==> config.mk <==
export PLATFORM = sky130hd
export DESIGN_NAME = tr_step_monitor
export DESIGN_NICKNAME = d
export VERILOG_FILES = /design/src/rtl/tr_step_monitor.sv
export SDC_FILE = /design/constraint.sdc
export NUM_CORES = 1
export LEC_CHECK = 0
export ABC_CLOCK_PERIOD_IN_PS = 3900
export CAP_MARGIN = 20
export CORE_MARGIN = 3
export CORE_UTILIZATION = 55
export CTS_BUF_LIST = sky130_fd_sc_hd__clkbuf_4
export DETAILED_ROUTE_END_ITERATION = 7
export PLACE_DENSITY = 0.79
export RECOVER_POWER = 50
export SLEW_MARGIN = 25
export SYNTH_ARGS = -nofsm -noshare
export SYNTH_HDL_FRONTEND = slang
export SYNTH_SLANG_ARGS = --single-unit
==> constraint.sdc <==
create_clock -name clk -period 3.9 [get_ports clk]
set_input_delay 0.78 -clock clk [delete_from_list [all_inputs] [get_ports clk]]
set_output_delay 0.78 -clock clk [all_outputs]
set_load 0.02 [all_outputs]
==> src/rtl/tr_step_monitor.sv <==
// tr_step_monitor: receive-side decoder for the TR_pulse stepper drive lines.
// Rebuilds a signed step position and a step period in clk cycles from the
// drv_step/drv_dir/drv_en_SM pins, and flags stalls and short step pulses.
// Optional direction setup check: define TR_STEP_MON_DIR_CHECK_EN to enable
// it; otherwise dir_err is tied low.
module tr_step_monitor #(
  parameter int PERIOD_W  = 17,
  parameter int POS_W     = 32,
  parameter int TIMEOUT   = 100000,
  parameter int MIN_HIGH  = 2,
  parameter int DIR_SETUP = 4
) (
  input  logic                       clk,
  input  logic                       rst,
  input  logic                       drv_step,
  input  logic                       drv_dir,
  input  logic                       drv_en_SM,
  input  logic                       clr_pos,
  output logic signed [POS_W-1:0]    position,
  output logic        [PERIOD_W-1:0] period_out,
  output logic                       period_valid,
  output logic                       step_seen,
  output logic                       stall,
  output logic                       glitch_err,
  output logic                       dir_err
);

  localparam int HW = $clog2(MIN_HIGH + 2);
  localparam logic [PERIOD_W-1:0] TO_VAL = PERIOD_W'(TIMEOUT);

  typedef enum logic [1:0] {S_IDLE, S_FIRST, S_RUN, S_STALL} state_t;

  // Period counter increment that holds at full scale instead of wrapping.
  function automatic logic [PERIOD_W-1:0] sat_inc(input logic [PERIOD_W-1:0] v);
    return (v == '1) ? v : v + PERIOD_W'(1);
  endfunction

  logic                       r_step_s1, r_step_s2, r_step_s3;
  logic                       r_dir_s1, r_dir_s2;
  logic                       r_en_s1, r_en_s2;
  logic [HW-1:0]              r_hi_cnt;
  logic [PERIOD_W-1:0]        r_cnt;
  state_t                     r_state, w_state_nxt;
  logic                       w_accept, w_timeout, w_period_upd;
  logic                       w_rise, w_fall, w_short;
  logic signed [POS_W-1:0]    w_pos_base, w_pos_delta, w_pos_next;
  logic signed [POS_W-1:0]    r_position;
  logic [PERIOD_W-1:0]        r_period;
  logic                       r_period_valid, r_step_seen, r_stall, r_glitch_err;

  assign w_rise  = r_step_s2 & ~r_step_s3;
  assign w_fall  = ~r_step_s2 & r_step_s3;
  assign w_short = (r_hi_cnt < HW'(MIN_HIGH));

  // Pin synchronizers; no reset so the pins keep flowing through during rst.
  always_ff @(posedge clk) begin
    r_step_s1 <= drv_step;
    r_step_s2 <= r_step_s1;
    r_step_s3 <= r_step_s2;
    r_dir_s1  <= drv_dir;
    r_dir_s2  <= r_dir_s1;
    r_en_s1   <= drv_en_SM;
    r_en_s2   <= r_en_s1;
  end

  // Synchronized step high-time, saturating at MIN_HIGH; read at the falling edge.
  always_ff @(posedge clk) begin
    if (w_rise)
      r_hi_cnt <= HW'(1);
    else if (r_step_s2 && w_short)
      r_hi_cnt <= r_hi_cnt + HW'(1);
  end

  // FSM state register.
  always_ff @(posedge clk) begin
    if (rst) r_state <= S_IDLE;
    else     r_state <= w_state_nxt;
  end

  // Next state plus edge-accept / timeout decode; disable wins from any state.
  always_comb begin
    w_state_nxt = r_state;
    w_accept    = 1'b0;
    w_timeout   = 1'b0;
    if (!r_en_s2) begin
      w_state_nxt = S_IDLE;
    end else begin
      case (r_state)
        S_IDLE:  w_state_nxt = S_FIRST;
        S_FIRST: if (w_rise) begin
                   w_accept    = 1'b1;
                   w_state_nxt = S_RUN;
                 end
        S_RUN:   if (w_rise) begin
                   w_accept = 1'b1;
                 end else if (r_cnt == TO_VAL) begin
                   w_timeout   = 1'b1;
                   w_state_nxt = S_STALL;
                 end
        S_STALL: if (w_rise) begin
                   w_accept    = 1'b1;
                   w_state_nxt = S_RUN;
                 end
        default: w_state_nxt = S_IDLE;
      endcase
    end
  end

  // A period is only measurable between two edges both seen while running.
  assign w_period_upd = w_accept && (r_state == S_RUN);

  // Clear-then-count: a coincident clr_pos zeroes the base before the step applies.
  always_comb begin
    w_pos_base  = clr_pos ? '0 : r_position;
    w_pos_delta = r_dir_s2 ? POS_W'(1) : '1;
    w_pos_next  = w_pos_base + w_pos_delta;
  end

  // Cycles since the last accepted edge; zero whenever the monitor is disabled.
  always_ff @(posedge clk) begin
    if (rst || !r_en_s2)
      r_cnt <= '0;
    else if (w_accept)
      r_cnt <= PERIOD_W'(1);
    else if (r_state == S_RUN)
      r_cnt <= sat_inc(r_cnt);
  end

  // Position, period and per-edge pulses.
  always_ff @(posedge clk) begin
    if (rst) begin
      r_position     <= '0;
      r_period       <= '0;
      r_period_valid <= 1'b0;
      r_step_seen    <= 1'b0;
    end else begin
      r_period_valid <= w_period_upd;
      r_step_seen    <= w_accept;
      if (w_accept)
        r_position <= w_pos_next;
      else if (clr_pos)
        r_position <= '0;
      if (w_period_upd)
        r_period <= r_cnt;
    end
  end

  // Stall and glitch flags.
  always_ff @(posedge clk) begin
    if (rst) begin
      r_stall      <= 1'b0;
      r_glitch_err <= 1'b0;
    end else begin
      if (!r_en_s2 || w_accept)
        r_stall <= 1'b0;
      else if (w_timeout)
        r_stall <= 1'b1;
      if (w_fall && r_en_s2 && w_short)
        r_glitch_err <= 1'b1;
    end
  end

`ifdef TR_STEP_MON_DIR_CHECK_EN
  localparam int DW = $clog2(DIR_SETUP + 2);

  logic          r_dir_s3;
  logic [DW-1:0] r_dir_age;
  logic [DW-1:0] w_dir_age;
  logic          w_dir_chg;
  logic          r_dir_err;

  assign w_dir_chg = r_dir_s2 ^ r_dir_s3;
  assign w_dir_age = w_dir_chg ? '0 : r_dir_age;

  // Delayed direction copy for change detection.
  always_ff @(posedge clk) begin
    r_dir_s3 <= r_dir_s2;
  end

  // Cycles the current direction has been stable, saturating at DIR_SETUP.
  always_ff @(posedge clk) begin
    if (rst)
      r_dir_age <= DW'(DIR_SETUP);
    else if (w_dir_chg)
      r_dir_age <= DW'(1);
    else if (r_dir_age < DW'(DIR_SETUP))
      r_dir_age <= r_dir_age + DW'(1);
  end

  // Sticky flag for an accepted edge arriving too soon after a direction change.
  always_ff @(posedge clk) begin
    if (rst)
      r_dir_err <= 1'b0;
    else if (w_accept && (w_dir_age < DW'(DIR_SETUP)))
      r_dir_err <= 1'b1;
  end

  assign dir_err = r_dir_err;
`else
  assign dir_err = 1'b0;
`endif

  assign position     = r_position;
  assign period_out   = r_period;
  assign period_valid = r_period_valid;
  assign step_seen    = r_step_seen;
  assign stall        = r_stall;
  assign glitch_err   = r_glitch_err;

endmodule

==> results.md <==
- The top cell types in the final layout, fill and taps aside, are sky130_fd_sc_hd__nand2_1, sky130_fd_sc_hd__dfxtp_1, sky130_fd_sc_hd__a21oi_1.
- The share of the cycle needed by the critical path after routing is 0.905.
- Of the total synthesized cell area, the portion taken by AND, OR, NAND and NOR gates is 0.242.
- Counting the fill cells in the layout gives 698.
- The die height is 99.6 um.
- Of the total power, registers draw 0.524.
- The TritonCTS sink count is 81.
- The clock root buffer master is sky130_fd_sc_hd__clkbuf_4.
- The combinational share of power is 0.099.
- The register bit count reported by yosys is 81.
- The kind of end point of the critical path is a flop.
- By area the synthesized netlist is led by sky130_fd_sc_hd__dfxtp_1, sky130_fd_sc_hd__ha_1, sky130_fd_sc_hd__a21oi_1, sky130_fd_sc_hd__nand2_1, sky130_fd_sc_hd__nor2b_1.
- The post-placement setup slack is -0.0712 ns.
- For this run, design rule violations remaining after detail routing come to 0.
- The count of final hold-check violations came to 0.
- The post-detailed-route count of antenna-violating nets is 0.
- The launch point of the worst reg-to-reg path is r_dir_s2$_DFF_P_.
- The internal portion of the total power is 1180 uW.
- The run finished with clean final reports.
- In the global route stage, overall resource usage came out at 0.246.
- The first-iteration detailed-routing DRC count is 216.
- The number of detailed-route iterations in the first pass is 5.
- The share of flip-flops with an asynchronous set or reset is 0.
- The synthesized area per cell is 7.96 sq um.
- For this run, the share of the core covered by cells in the final layout is 0.693.
- The max-slew violation count was 0.
- The classification of the worst setup path is in2reg.
- The class of the tightest hold or removal check is reg2reg.
- The mean number of vias per cell is 5.74.
- For this design the static power due to leakage is 0.00251 uW.
- The data arrival at the endpoint of the critical path is 3.87 ns.
- The post-synthesis compound-gate area fraction is 0.214.
- The layout-stage area growth over the synthesis result is 20.5%.
- The worst relative slew slack is 0.144.
- The post-DP HPWL is 8610 um.
- The minimum setup slack among reg-to-reg paths is 0.62 ns.
- The largest family of logic cells by synthesized area is simple AND/OR/NAND/NOR gates.
- The final weighted congestion of routability-driven global placement is 0.921.
- The endpoint identified for the worst register-to-register timing path is position[30]$_SDFF_PP0_.
- Hold repair after CTS inserted 0 buffers.
- Across the whole layout, storage elements account for 1620 sq um.
- After detailed routing, the average wire length per cell comes to 15.1 um.
- The count of cells resized by post-cts repair is 0.
- CTS built an H-tree with a depth of 3.
- In this run the core area contains 33 standard-cell rows.
- For the worst flop-to-flop path, the logic depth is 9.
- Adding up every negative setup slack in the final design gives 0 ns.
- The clock-pin slew on the worst setup and hold paths is 0.14 ns.
- The reported max-cap violation count is 0.
- In the synthesized netlist, the number of instances is 606.
- The CTS tree is yes.
- Leaving out fill and tap cells, the most frequent cell in the layout is sky130_fd_sc_hd__nand2_1.
- The count of vias placed by the detailed router is 4505.
- The parity-gate share of the synthesized area counting xor and xnor cells is 0.0708.
- The multi-input logic area is 3040 sq um.
- VDD sags by at most 0.000234 V.
- The area of the core region is 8380 sq um.
- The count of flip-flops with a built-in enable after synthesis is 0.
- Of the total power, the share spent switching nets is 0.274.
- Setup violations remaining at the end of the flow were counted as 0.
- The worst path required time is 4.24 ns.
- In the final layout, the share of cells above drive strength 1 is 0.0750.
- The total detailed-routing wirelength is 11900 um.
- Derived from the worst setup path, the maximum achievable clock frequency is 283 MHz.
- The worst hold path was traced through 0 stages.
- The total clock buffers created by CTS is 9.
- The worst path needs 3.53 ns of the cycle, external delays included.
- The number of nets handed over by synthesis was 649.
- For the pin with the worst max-slew slack, the measured transition is 1.28 ns.
- For the worst-skew pair, the clock arrives at the later sink with an insertion delay of 0.44 ns.
- Of the total synthesized cell area, the portion taken by full adders, half adders and majority gates is 0.0976.
- The launching instance or port of the critical path is clr_pos.
- The initial antenna violation count is 0.
- In this run, distinct cell masters in the synthesized netlist total 62.
- The residual overflow from global routing is 0.
- The power per unit of standard cell area is 279 nW/um^2.
- The via count of the first global-routing pass is 4315.
- Setup repair after global routing left no endpoint under its margin.
- The wire length of the first global-routing pass is 20200 um.
- The fraction of the yosys area taken by sequential cells is 0.336.
- The clock skew after layout is 0.0212 ns.
- The relative contribution of the clock network to total power is 0.377.
- The starting density of the core is 0.575.
- The maximum fanout along the worst path is 26.
- The count of port buffers added during placement is 58.
- Of all cell types, the one taking the most synthesized area is sky130_fd_sc_hd__dfxtp_1.
- The clock tree buffer depth is 2.
- The final worst setup slack is 0.372 ns.
- Entering global routing, the biggest net connects 30 pins.
- The fraction of synthesized area in multiplexers is 0.00649.
- The count of antenna diodes in the layout is 0.
- For this design the total switching power over the nets is 444 uW.
- Of the post-synthesis cell area, the dominant cell type holds 0.336.
- Measured along the x axis, the die boundary spans 99.6 um.
- The die covers 9930 sq um.
- After the last flow step, the layout net total stands at 718.
- For hold timing, the worst endpoint is r_step_s2$_DFF_P_.
- In the synthesized netlist the dominant register cell turns out to be sky130_fd_sc_hd__dfxtp_1.
- The startpoint of the tightest hold check path is r_step_s1$_DFF_P_.
- The warning count from the yosys run is 0.
- The buffer count from post-CTS setup fixing is 0.
- STA classifies the critical path startpoint as an input port.
- The number of top-level pins is 60.
- The cell area that synthesis handed to floorplanning was 4820 sq um.
- The worst hold slack is 0.343 ns.
## worst max-delay path, stage by stage
cell	delay, ns
sky130_fd_sc_hd__clkdlybuf4s50_1	0.45
sky130_fd_sc_hd__buf_12	0.18
sky130_fd_sc_hd__inv_1	0.11
sky130_fd_sc_hd__nand2_1	0.11
sky130_fd_sc_hd__fa_1	0.43
sky130_fd_sc_hd__nand2b_1	0.16
sky130_fd_sc_hd__a211o_1	0.30
sky130_fd_sc_hd__a31oi_4	0.24
sky130_fd_sc_hd__a211oi_4	0.12
sky130_fd_sc_hd__o41ai_4	0.35
sky130_fd_sc_hd__a311oi_1	0.15
sky130_fd_sc_hd__and4_1	0.22
sky130_fd_sc_hd__a311o_1	0.26
## area by class of cell
type	instances	share of cell area
multi-input combinational	485	0.524
sequential	81	0.279
clock buffer	9	0.0116
inverter	13	0.00840
timing repair buffer	85	0.136
clock inverter	7	0.0187
tap	105	0.0226
## synthesized netlist by cell type, types with 2 or more instances
library cell and instances:
sky130_fd_sc_hd__nand2_1 99, sky130_fd_sc_hd__or2_2 2, sky130_fd_sc_hd__buf_2 2, sky130_fd_sc_hd__nand4_1 7, sky130_fd_sc_hd__nand2b_1 3, sky130_fd_sc_hd__a21o_1 15
sky130_fd_sc_hd__o21ai_0 10, sky130_fd_sc_hd__mux2i_1 2, sky130_fd_sc_hd__and2_1 2, sky130_fd_sc_hd__and3_1 9, sky130_fd_sc_hd__nor2_1 54, sky130_fd_sc_hd__xnor2_1 19
sky130_fd_sc_hd__and4_1 2, sky130_fd_sc_hd__nand3_1 14, sky130_fd_sc_hd__a211o_1 2, sky130_fd_sc_hd__inv_1 13, sky130_fd_sc_hd__dfxtp_1 81, sky130_fd_sc_hd__nor3_1 8
sky130_fd_sc_hd__a21oi_1 79, sky130_fd_sc_hd__a21boi_1 2, sky130_fd_sc_hd__o221ai_1 2, sky130_fd_sc_hd__nor2b_1 36, sky130_fd_sc_hd__a31oi_1 6, sky130_fd_sc_hd__o21a_1 3
sky130_fd_sc_hd__clkbuf_1 23, sky130_fd_sc_hd__or3_1 3, sky130_fd_sc_hd__a211oi_1 5, sky130_fd_sc_hd__o21bai_1 6, sky130_fd_sc_hd__o21ai_1 7, sky130_fd_sc_hd__ha_1 36
sky130_fd_sc_hd__xor2_1 20, sky130_fd_sc_hd__a22o_1 4
## registers in the layout, summed over array words and instances, names as in the netlist
register,count
period_valid,1
step_seen,1
glitch_err,1
r_dir_s1,1
r_step_s1,1
r_state,2
r_dir_s2,1
r_step_s3,1
r_en_s2,1
stall,1
period_out,17
r_hi_cnt,2
r_cnt,17
r_step_s2,1
r_en_s1,1
position,32
## power groups by stage
stage               clock [uW]  combinational [uW]  sequential [uW]
floorplan                    0                 105              868
global placement             0                 157              865
detailed placement           0                 161              866
CTS                        619                 162              848
global route               656                 178              851
finish                     610                 161              849
## per-layer routing
| layer | GRT usage | up-vias | part of all wire | wire [um] |
|---|---|---|---|---|
| met4 | 0.0840 | 0 | 0.015 | 178 |
| met3 | 0.0449 | 16 | 0.056 | 667 |
| li1 | - | 2249 | - | - |
| met2 | 0.401 | 124 | 0.47 | 5550 |
| met5 | 0 | - | 0 | 0 |
| met1 | 0.326 | 2116 | 0.46 | 5480 |
## cell families after synthesis
logic type,after synthesis
compound gates,157
mux,3
fa+ha+maj,37
xor+xnor,39
buf+inv,40
flops,81
other cells,1
simple gates,248
## worst max-delay path by stage
stage	end	slack (ns)	cells past startpoint
after floorplan	position[30]$_SDFF_PP0_	0.55	12
after global placement	position[30]$_SDFF_PP0_	0.04	13
after detailed placement	position[30]$_SDFF_PP0_	-0.07	13
after CTS	position[30]$_SDFF_PP0_	0.39	13
after global routing	position[30]$_SDFF_PP0_	0.21	13
final	position[30]$_SDFF_PP0_	0.37	13
## through the flow
stage / std cells / instance area, sq um / power (uW)
3_5_place_dp: 769 / 5640 / 1030
2_1_floorplan: 606 / 4820 / 973
3_3_place_gp: 769 / 5640 / 1020
4_1_cts: 785 / 5810 / 1630
6_report: 785 / 5810 / 1620
5_1_grt: 785 / 5810 / 1680
(Power assumes the default switching activity.)
